--- src/rtl/detector_jogada_if.sv ---
// Signal bundle between the control unit / player switches and the play detector.
// The master side drives enable, clear and raw keys; the slave side returns the play.
interface detector_jogada_if;
    logic       habilita;
    logic       zera;
    logic [3:0] chaves;
    logic [3:0] jogada;
    logic       jogada_feita;
    logic       jogada_invalida;
    logic [3:0] db_estaveis;
    logic [3:0] db_estado;

    modport master (
        output habilita, zera, chaves,
        input  jogada, jogada_feita, jogada_invalida, db_estaveis, db_estado
    );

    modport slave (
        input  habilita, zera, chaves,
        output jogada, jogada_feita, jogada_invalida, db_estaveis, db_estado
    );
endinterface

--- src/rtl/detector_jogada.sv ---
// Play detector: synchronises and debounces four player switches, accepts one
// single-key press per play and rejects zero/multi-key plays.
module detector_jogada #(
    parameter int DEB_CYCLES = 5
) (
    input logic              clock,
    input logic              reset,
    detector_jogada_if.slave bus
);
    localparam int CW = (DEB_CYCLES > 1) ? $clog2(DEB_CYCLES) : 1;
    localparam logic [CW-1:0] CNT_LAST = CW'(DEB_CYCLES - 1);

    typedef enum logic [3:0] {
        INATIVO  = 4'd0,
        SOLTA    = 4'd1,
        AGUARDA  = 4'd2,
        AVALIA   = 4'd3,
        EMITE    = 4'd4,
        INVALIDA = 4'd5
    } state_t;

    logic [3:0]    s1_q, s2_q;
    logic [3:0]    estavel_q, estavel_d;
    logic [CW-1:0] cnt_q [4];
    logic [CW-1:0] cnt_d [4];
    logic [3:0]    jogada_q, jogada_d;
    state_t        state_q, state_d;

    always_ff @(posedge clock or negedge reset) begin
        if (!reset) begin
            s1_q      <= '0;
            s2_q      <= '0;
            estavel_q <= '0;
            jogada_q  <= '0;
            state_q   <= INATIVO;
            for (int i = 0; i < 4; i++) cnt_q[i] <= '0;
        end else begin
            s1_q      <= bus.chaves;
            s2_q      <= s1_q;
            estavel_q <= estavel_d;
            jogada_q  <= jogada_d;
            state_q   <= state_d;
            for (int i = 0; i < 4; i++) cnt_q[i] <= cnt_d[i];
        end
    end

    // Each bit only flips after DEB_CYCLES consecutive disagreeing samples.
    always_comb begin
        estavel_d = estavel_q;
        for (int i = 0; i < 4; i++) begin
            cnt_d[i] = '0;
            if (s2_q[i] != estavel_q[i]) begin
                if (cnt_q[i] == CNT_LAST) estavel_d[i] = s2_q[i];
                else cnt_d[i] = cnt_q[i] + 1'b1;
            end
        end
    end

    always_comb begin
        state_d  = state_q;
        jogada_d = jogada_q;
        case (state_q)
            INATIVO:  if (bus.habilita) state_d = SOLTA;
            SOLTA:    if (estavel_q == 4'd0) state_d = AGUARDA;
            AGUARDA:  if (estavel_q != 4'd0) state_d = AVALIA;
            AVALIA: begin
                if ($countones(estavel_q) == 1) begin
                    jogada_d = estavel_q;
                    state_d  = EMITE;
                end else begin
                    state_d  = INVALIDA;
                end
            end
            EMITE:    state_d = SOLTA;
            INVALIDA: state_d = SOLTA;
            default:  state_d = INATIVO;
        endcase
        // Losing the enable aborts any evaluation in flight, including its load.
        if (!bus.habilita) begin
            state_d  = INATIVO;
            jogada_d = jogada_q;
        end
        if (bus.zera) jogada_d = 4'd0;
    end

    assign bus.jogada          = jogada_q;
    assign bus.jogada_feita    = (state_q == EMITE);
    assign bus.jogada_invalida = (state_q == INVALIDA);
    assign bus.db_estaveis     = estavel_q;
    assign bus.db_estado       = state_q;
endmodule
--- src/flat_wrapper.sv ---
// flat-port wrapper written by rule: the top's interface ports become plain ports
module detector_jogada_flat 
#(
    parameter int DEB_CYCLES = 5
)
  (clock, reset, bus_habilita, bus_zera, bus_chaves, bus_jogada, bus_jogada_feita, bus_jogada_invalida, bus_db_estaveis, bus_db_estado);
  detector_jogada_if bus_i ();
  input logic clock;
  input logic reset;
  input wire logic [$bits(bus_i.habilita)-1:0] bus_habilita;
  input wire logic [$bits(bus_i.zera)-1:0] bus_zera;
  input wire logic [$bits(bus_i.chaves)-1:0] bus_chaves;
  output wire logic [$bits(bus_i.jogada)-1:0] bus_jogada;
  output wire logic [$bits(bus_i.jogada_feita)-1:0] bus_jogada_feita;
  output wire logic [$bits(bus_i.jogada_invalida)-1:0] bus_jogada_invalida;
  output wire logic [$bits(bus_i.db_estaveis)-1:0] bus_db_estaveis;
  output wire logic [$bits(bus_i.db_estado)-1:0] bus_db_estado;
  assign bus_i.habilita = bus_habilita;
  assign bus_i.zera = bus_zera;
  assign bus_i.chaves = bus_chaves;
  assign bus_jogada = bus_i.jogada;
  assign bus_jogada_feita = bus_i.jogada_feita;
  assign bus_jogada_invalida = bus_i.jogada_invalida;
  assign bus_db_estaveis = bus_i.db_estaveis;
  assign bus_db_estado = bus_i.db_estado;
  detector_jogada #(.DEB_CYCLES(DEB_CYCLES)) u_core (.clock(clock), .reset(reset), .bus(bus_i));
endmodule
--- config.mk ---
export PLATFORM = sky130hd
export DESIGN_NAME = detector_jogada_flat
export DESIGN_NICKNAME = d
export VERILOG_FILES = /design/src/rtl/detector_jogada_if.sv /design/src/rtl/detector_jogada.sv /design/src/flat_wrapper.sv
export SDC_FILE = /design/constraint.sdc
export NUM_CORES = 1
export LEC_CHECK = 0
export BUFFER_PORTS_ARGS = -buffer_cell sky130_fd_sc_hd__buf_2
export CAP_MARGIN = 20
export CORE_UTILIZATION = 55
export DETAILED_ROUTE_END_ITERATION = 8
export GPL_ROUTABILITY_DRIVEN = 0
export PLACE_DENSITY = 0.77
export SYNTH_ARGS = -nofsm -noshare
export SYNTH_HDL_FRONTEND = slang
export SYNTH_SLANG_ARGS = --single-unit
--- constraint.sdc ---
create_clock -name clock -period 2.2 [get_ports clock]
set_input_delay 0.11 -clock clock [delete_from_list [all_inputs] [get_ports clock]]
set_output_delay 0.11 -clock clock [all_outputs]
set_load 0.03 [all_outputs]
==> impl_metrics.ini, run 1 <==
[run_status]
status = finished, final reports clean

[final_layout]
final_common_cell = dfrtp_1
final_cell_mix = 31 x dfrtp_1, 20 x buf_2, 13 x inv_1, 13 x ha_1, 10 x nand2b_1
antennaDiodeCount = 0
num-fill-cells = 187
syn2layout_area_growth_pct = 18.7
finalNetCount = 179
drive_gt1_frac = 0.223

[timing]
maxSlewHeadroom = 0.557
max_freq_ghz = 0.493
finalHoldViolCount = 0
tns_ns = 0
fin_crit_sh = 0.922
clock_skew_ns = 0.0156
holdWs_ns = 0.0398
worstMarginPinSlew_ns = 0.664
report.final.slew_viol_count = 0
finalCriticalPeriod_ns = 2.03
finalSetupViolCount = 0
setup_slack_ns = 0.171
rsz0062_at_grt = no

[run]
cap_violations = 0

[clocking]
cts_tree = built
cts_max_level = 2
clock-root-buffer = clkbuf_4
cts.sinks = 31
cts_buffers = 5
path_clk_slew_ns = 0.10
clockBufferDepth = 2
cts_setup_buffers = 0
clock_latency_ns = 0.33

[floorplanning]
dieArea_mm2 = 0.00285
initial_utilization = 0.586
io_pins = 22
core_area_mm2 = 0.00248
dieHeight_um = 53.4
rows = 18
dieWidth_um = 53.4

[synthesis]
yosysTopAreaCell = dfrtp_1
syn-instance-count = 123
synthTopCellsByArea = dfrtp_1 53%, ha_1 11%, mux2i_1 4.8%
yosys.area.top_type_share = 0.534
synth_cell_types = 24
ys_ff_latch = 31
synthAdderAreaFrac = 0.126
synth_area_mm2 = 0.00145
yosysWarnings = 0
synth_top_family_by_area = simple AND/OR/NAND/NOR gates
synthMuxAreaShare = 0.0793
seq_area_frac_synth = 0.534
synth_compound_area_frac = 0.0310
synthSimpleGateAreaFrac = 0.156
synth_area_per_cell_um2 = 11.8
synth_xor_area_frac = 0.0241
syn_nets = 145

[global_route]
grt_max_degree = 32
grt_pass1_vias = 940
grt_pass1_wl_mm = 4.05
grtUsageTotal = 0.222
grt_overflow_total = 0
antenna_found_initial = 0

[route]
drt_iter0_markers = 17
drc = 0
drt-total-wl_mm = 2.34
dr.pass1.iters = 5
ant_nets = 0
via_count = 921
routed_via_density = 4.93
wire_per_inst_um = 12.5

[worst_setup_path]
ff2ff_setup_slack_ns = 0.17
path_cells = inv_1 > ha_1 > ha_1 > fa_1 > nor2_1 > and3_2 > mux2i_1
cp-start-kind = flip-flop
worst-setup-path-type = flip-flop to flip-flop
rr_startpoint = u_core.bus.db_estaveis[2]$_DFFE_PN0P_
crit_required_ns = 2.45
cpMostUsedCell = ha_1
cp_slowest_stage_delay_ns = 0.45
r2r_end = u_core.bus.jogada[1]$_DFFE_PN0P_
worstPathMaxFanout = 4
crit_slowest_cell = fa_1
arrival_ns = 2.28
r2r_cells = 7
critPathCaptureType = flip-flop

[placed_design]
dp_hpwl_mm = 1.73
numPortBuffers = 20
dp_slack_ns = 0.0901

[power_and_ir_drop]
p_total_mw = 2.00
power_density_mw_per_mm2 = 1160
irDropWorstVdd_uv = 697
power.leakage_nw = 0.858

[worst_hold_path]
hold_class = input port to flip-flop
min_to = u_core.bus.db_estado[0]$_DFFE_PN0P_
hold_depth = 3
min_from = bus_habilita
worst max-delay path, delay by kind of cell, from the launching register on:
family	cells	cell delay, ns
flops	1	0.36
simple gates	2	0.37
buf+inv	1	0.04
mux	1	0.20
fa+ha+maj	3	0.97
worst max path at each step:
stage	start	to	slack [ns]	cells after the start
2_1_floorplan	u_core.bus.db_estaveis[2]$_DFFE_PN0P_	u_core.bus.jogada[0]$_DFFE_PN0P_	0.02	8
3_3_place_gp	u_core.bus.db_estaveis[2]$_DFFE_PN0P_	u_core.bus.jogada[1]$_DFFE_PN0P_	0.24	7
3_5_place_dp	u_core.bus.db_estaveis[2]$_DFFE_PN0P_	u_core.bus.jogada[3]$_DFFE_PN0P_	0.09	7
4_1_cts	u_core.bus.db_estaveis[2]$_DFFE_PN0P_	u_core.bus.jogada[1]$_DFFE_PN0P_	0.09	7
5_1_grt	u_core.bus.db_estaveis[2]$_DFFE_PN0P_	u_core.bus.jogada[1]$_DFFE_PN0P_	0.02	7
6_report	u_core.bus.db_estaveis[2]$_DFFE_PN0P_	u_core.bus.jogada[1]$_DFFE_PN0P_	0.17	7
layout make-up:
cell class,count,area (um^2),share of cell area
tap,30,37.5,0.0218
sequential,31,776,0.450
inverter,13,48.8,0.0283
timing repair buffer,29,180,0.105
clock inverter,1,30.0,0.0174
clock buffer,6,41.3,0.0240
multi-input combinational,77,609,0.354
layer usage:
metal	part of all wire	routed length, um	track usage	vias up
met5	0	0	0	-
met4	0.0060	14	0.105	0
met3	0.046	108	0.112	2
met2	0.53	1230	0.365	22
met1	0.42	980	0.232	434
li1	-	-	-	463
synth_stat cells:
cell	n
buf_4	1
and3b_1	1
and3_1	1
nand4b_1	1
nor3b_1	3
nand2_1	6
fa_1	1
nand2b_1	10
a21oi_1	6
buf_6	1
nor2_1	8
dfrtp_1	31
nor2b_1	1
and4b_1	1
mux2_2	4
and2_1	6
inv_1	13
o211ai_1	1
o31ai_1	1
ha_1	13
xnor2_1	4
mux2i_1	7
nand4bb_1	1
conb_1	1
registers in the layout (all words and copies together), names as in the netlist:
| signal | cells |
|---|---|
| u_core.cnt_q | 12 |
| u_core.bus.db_estado | 3 |
| u_core.bus.jogada | 4 |
| u_core.bus.db_estaveis | 4 |
| u_core.s1_q | 4 |
| u_core.s2_q | 4 |
through the flow:
step                utilization  instances  instance area, um^2
floorplan                     -        123                 1450
detailed placement        0.646        175                 1600
CTS                       0.695        187                 1720
global placement          0.646        175                 1600
global route              0.695        187                 1720
finish                    0.695        187                 1720
logic make-up after synthesis:
logic type | Yosys count
xor+xnor | 4
flops | 31
other cells | 1
mux | 11
buf+inv | 15
compound gates | 8
fa+ha+maj | 14
simple gates | 39
what timing repair did:
item	in CTS	in global routing
hold endpoints to repair	35	0
endpoints found under the setup margin	0	2
hold buffers	5	0
gates resized for setup	0	1
where the power goes:
| group | switching (mW) | internal, mW | total (mW) | leakage, nW |
|---|---|---|---|---|
| logic | 0.446 | 0.362 | 0.808 | 0.422 |
| registers | 0.0857 | 0.695 | 0.781 | 0.397 |
| clock network | 0.178 | 0.234 | 0.412 | 0.0383 |
| total | 0.710 | 1.29 | 2.00 | 0.858 |
Note: power is estimated with default switching activity, not from simulation.
==> inputs of run 2 (changes only) <==
Settings changed: MAX_ROUTING_LAYER set to met4, SLEW_MARGIN set to 20.
==> impl_metrics.ini, run 2 (same netlist as run 1, synthesis figures left out) <==
[worst_setup_path]
crit_required_ns = 2.46
cp-start-kind = flip-flop
endpoint = u_core.bus.jogada[1]$_DFFE_PN0P_
r2r_end = u_core.bus.jogada[1]$_DFFE_PN0P_
worst-setup-path-type = flip-flop to flip-flop
arrival_ns = 2.29
critPathCaptureType = flip-flop
worstPathMaxFanout = 4
r2r_cells = 7
rr_startpoint = u_core.bus.db_estaveis[2]$_DFFE_PN0P_
crit_start = u_core.bus.db_estaveis[2]$_DFFE_PN0P_
ff2ff_setup_slack_ns = 0.17

[floorplanning]
rows = 18
dieHeight_um = 53.4
dieWidth_um = 53.4
core_area_mm2 = 0.00248
dieArea_mm2 = 0.00285
initial_utilization = 0.586
io_pins = 22

[route]
dr.pass1.iters = 2
drt_iter0_markers = 15
met3_length_um = 92
highest_layer = met4
wire_per_inst_um = 12.5
ant_nets = 0
drc = 0
drt-total-wl_mm = 2.34
route.met2.wl_mm = 1.20
routed_via_density = 4.96
drt-met1-wl_um = 983
via_count = 927

[global_route]
grt_pass1_vias = 945
grt_overflow_total = 0
grt_max_degree = 32
grtUsageTotal = 0.224
grt_pass1_wl_mm = 4.05
antenna_found_initial = 0

[final_layout]
final_cell_mix = 31 x dfrtp_1, 20 x buf_2, 13 x inv_1, 13 x ha_1, 10 x nand2b_1
finalNetCount = 179
final_common_cell = dfrtp_1
drive_gt1_frac = 0.223
largest-register = u_core.cnt_q
final_area_mm2 = 0.00172
largest_reg_flops = 12
multiInputGateArea_um2 = 609
num-fill-cells = 187
layout.cells.non_filler = 187
syn2layout_area_growth_pct = 18.7
seqCellArea_um2 = 776
fin_util = 0.695
antennaDiodeCount = 0

[placed_design]
dp_slack_ns = 0.0901
placed_cell_area_mm2 = 0.00160
placed_cells = 175
dp_hpwl_mm = 1.73
numPortBuffers = 20

[clocking]
cts_buffers = 5
clock-root-buffer = clkbuf_4
clockBufferDepth = 2
cts.sinks = 31
clock_latency_ns = 0.34
path_clk_slew_ns = 0.10
cts_tree = built
cts_max_level = 2

[timing]
finalHoldViolCount = 0
worstMarginPinSlew_ns = 0.668
rsz0062_at_grt = no
setup_slack_ns = 0.169
max_freq_ghz = 0.492
report.final.slew_viol_count = 0
finalSetupViolCount = 0
clock_skew_ns = 0.0162
maxSlewHeadroom = 0.554
finalCriticalPeriod_ns = 2.03
tns_ns = 0
fin_crit_sh = 0.923

[run]
cap_violations = 0

[run_status]
status = finished, final reports clean

[power_and_ir_drop]
comb_power_share = 0.403
p_switching_mw = 0.714
seqPwrFrac = 0.389
intPower_mw = 1.29
switching_share = 0.356
power.leakage_nw = 0.858
clkPwrFrac = 0.208
power_density_mw_per_mm2 = 1160
irDropWorstVdd_uv = 698

[worst_hold_path]
hold_depth = 3
hold_class = input port to flip-flop
[run 2: cell counts in the layout (fill, tap and decap cells not counted)]
No cell type changed its count.
[run 2: final cells by class]
class,count,area share
Multi-Input combinational cell,77,0.354
Timing Repair Buffer,29,0.105
Inverter,13,0.0283
Sequential cell,31,0.450
Clock inverter,1,0.0174
Tap cell,30,0.0218
Clock buffer,6,0.0240
[run 2: power groups by stage]
stage	clock (mW)	sequential, mW	combinational (mW)
2_1_floorplan	0	0.896	0.445
3_3_place_gp	0	0.783	0.746
3_5_place_dp	0	0.795	0.814
4_1_cts	0.429	0.783	0.826
5_1_grt	0.452	0.801	0.933
6_report	0.416	0.781	0.808
[run 2: worst min path at each step]
stage / start / to / slack [ns]
after floorplan: reset / u_core.bus.db_estado[0]$_DFFE_PN0P_ / -0.19
after global placement: reset / u_core.cnt_q[5]$_DFF_PN0_ / 0.17
after CTS: bus_habilita / u_core.bus.db_estado[0]$_DFFE_PN0P_ / 0.02
after detailed placement: reset / u_core.cnt_q[4]$_DFF_PN0_ / 0.18
final: bus_habilita / u_core.bus.db_estado[0]$_DFFE_PN0P_ / 0.03
after global routing: bus_habilita / u_core.bus.db_estado[1]$_DFFE_PN0P_ / 0.04
[run 2: routing by layer]
| layer | track usage | up-vias |
|---|---|---|
| met2 | 0.365 | 22 |
| li1 | - | 463 |
| met5 | - | - |
| met1 | 0.232 | 434 |
| met3 | 0.0690 | 8 |
| met4 | 0.145 | 0 |
[run 2: per-stage QoR]
step	power, mW	hold slack, ns
after floorplan	1.34	-0.186
after global placement	1.53	0.172
after detailed placement	1.61	0.184
after CTS	2.04	0.0183
after global routing	2.19	0.0448
final	2.01	0.0318
[run 2: critical path, cell delays in order (launching register included)]
cell     delay [ns]
dfrtp_1        0.36
inv_1          0.04
ha_1           0.30
ha_1           0.22
fa_1           0.45
nor2_1         0.11
and3_2         0.26
mux2i_1        0.20
[run 2: repair_timing]
action | in CTS | in global routing
gates resized for setup | 0 | 1
hold buffers | 5 | 0
buffers inserted | 0 | 0
hold endpoints to repair | 35 | 0
endpoints found under the setup margin | 0 | 2
==> inputs of run 3 (changes only) <==
Settings changed: BUFFER_PORTS_ARGS -buffer_cell sky130_fd_sc_hd__buf_2 to -buffer_cell sky130_fd_sc_hd__buf_4.
Clock period 2.2 ns to 2.11 ns, I/O delays scaled along.
==> impl_metrics.ini, run 3 (same netlist as run 1, synthesis figures left out) <==
[run_status]
status = finished, final reports clean

[timing]
fin_crit_sh = 0.940
rsz0062_at_grt = no
tns_ns = 0
clock_skew_ns = 0.00852
finalCriticalPeriod_ns = 1.98
report.final.slew_viol_count = 0
max_freq_ghz = 0.504
holdWs_ns = 0.0684
finalSetupViolCount = 0
finalHoldViolCount = 0

[power_and_ir_drop]
power_density_mw_per_mm2 = 1140
power.leakage_nw = 0.852
p_switching_mw = 0.768
irDropWorstVdd_uv = 759
intPower_mw = 1.26
seqPwrFrac = 0.406
clkPwrFrac = 0.170
comb_power_share = 0.424
switching_share = 0.379

[worst_setup_path]
path_cells = inv_1 > ha_1 > ha_1 > fa_1 > nor2_1 > and3_4 > mux2i_1
crit_required_ns = 2.37
r2r_cells = 7
cpMostUsedCell = ha_1
arrival_ns = 2.24
worst-setup-path-type = flip-flop to flip-flop
cp-start-kind = flip-flop
worstPathMaxFanout = 4
critPathCaptureType = flip-flop
cp_slowest_stage_delay_ns = 0.45
crit_slowest_cell = fa_1

[clocking]
cts_tree = built
path_clk_slew_ns = 0.11
cts_setup_buffers = 0
cts_buffers = 5
cts_max_level = 2
cts.sinks = 31
clockBufferDepth = 2
clock-root-buffer = clkbuf_4
clock_latency_ns = 0.33

[worst_hold_path]
hold_depth = 3
hold_class = input port to flip-flop

[final_layout]
multiInputGateArea_um2 = 613
seqCellArea_um2 = 781
final_common_cell = dfrtp_1
num-fill-cells = 187
fin_util = 0.718
finalNetCount = 180
final_cell_mix = 27 x dfrtp_1, 24 x buf_4, 13 x inv_1, 13 x ha_1, 10 x nand2b_1
largest-register = u_core.cnt_q
largest_reg_flops = 12
syn2layout_area_growth_pct = 22.5
antennaDiodeCount = 0
drive_gt1_frac = 0.258
final_area_mm2 = 0.00178

[route]
routed_via_density = 5.02
drc = 0
ant_nets = 0
dr.pass1.iters = 4
drt-total-wl_mm = 2.29
wire_per_inst_um = 12.1
via_count = 949
drt_iter0_markers = 16

[floorplanning]
core_area_mm2 = 0.00248
dieArea_mm2 = 0.00285
dieHeight_um = 53.4
dieWidth_um = 53.4
initial_utilization = 0.586
io_pins = 22
rows = 18

[global_route]
grt_max_degree = 32
grtUsageTotal = 0.194
grt_overflow_total = 0
antenna_found_initial = 0
grt_pass1_vias = 869
grt_pass1_wl_mm = 3.57

[run]
cap_violations = 0

[placed_design]
dp_hpwl_mm = 1.61
numPortBuffers = 20
placed_cell_area_mm2 = 0.00166
==> run 3: cell types whose count changed in the layout (fill, tap and decap cells not counted), sizes merged <==
cell,change
dlygate4sd3,+1
clkinvlp,+2
clkbuf,-1
bufinv,-1
clkinv,+1
==> run 3: routing by layer <==
layer  wire [um]  track usage  vias to the layer above
met5           0            -                        -
met4          42        0.105                        0
met3         110       0.0632                        5
met2        1110        0.310                       27
met1        1020        0.212                      454
li1            -            -                      463
==> run 3: worst paths after layout <==
check	slack, ns	end	startpoint
hold / removal	0.07	u_core.bus.jogada[1]$_DFFE_PN0P_	bus_zera
hold reg to reg	0.36	u_core.s2_q[3]$_DFF_PN0_	u_core.s1_q[3]$_DFF_PN0_
setup reg to reg	0.13	u_core.bus.jogada[3]$_DFFE_PN0P_	u_core.bus.db_estaveis[2]$_DFFE_PN0P_
min in group asynchronous	0.22	u_core.bus.db_estado[2]$_DFFE_PN0P_	reset
setup / recovery	0.13	u_core.bus.jogada[3]$_DFFE_PN0P_	u_core.bus.db_estaveis[2]$_DFFE_PN0P_
max in group asynchronous	1.59	u_core.bus.db_estaveis[0]$_DFFE_PN0P_	reset
==> run 3: per-stage QoR <==
stage                     instances  setup slack, ns  power, mW
after global placement          175            0.133       1.64
after global routing            189           0.0161       2.20
after floorplan                 123           0.0396       1.41
after detailed placement        175           0.0526       1.68
after CTS                       189           0.0302       2.04
final                           189            0.128       2.03
==> run 3: cell type report <==
cell class | instances | share of cell area
multi-input cells | 77 | 0.345
flip-flops and latches | 31 | 0.439
repair buffers | 30 | 0.135
clock inverters | 3 | 0.0113
clock buffers | 5 | 0.0211
well taps | 30 | 0.0211
inverters | 13 | 0.0274
==> run 3: what timing repair did <==
action | CTS | global route
hold endpoints to repair | 36 | 0
resized for setup | 0 | 2
endpoints found under the setup margin | 0 | 4
hold buffers | 6 | 0
==> run 3: power groups by stage <==
stage	combinational (mW)	sequential, mW	clock, mW
2_1_floorplan	0.464	0.942	0
3_3_place_gp	0.817	0.825	0
3_5_place_dp	0.845	0.836	0
4_1_cts	0.860	0.824	0.357
5_1_grt	0.970	0.842	0.385
6_report	0.860	0.824	0.344
==> run 3: critical path, delay by kind of cell, from the launching register on <==
| family | cells | cell delay [ns] |
|---|---|---|
| adder cells (fa/ha/maj) | 3 | 0.94 |
| buffers and inverters | 1 | 0.04 |
| flip-flops | 1 | 0.37 |
| multiplexers | 1 | 0.20 |
| AND/OR/NAND/NOR | 2 | 0.36 |
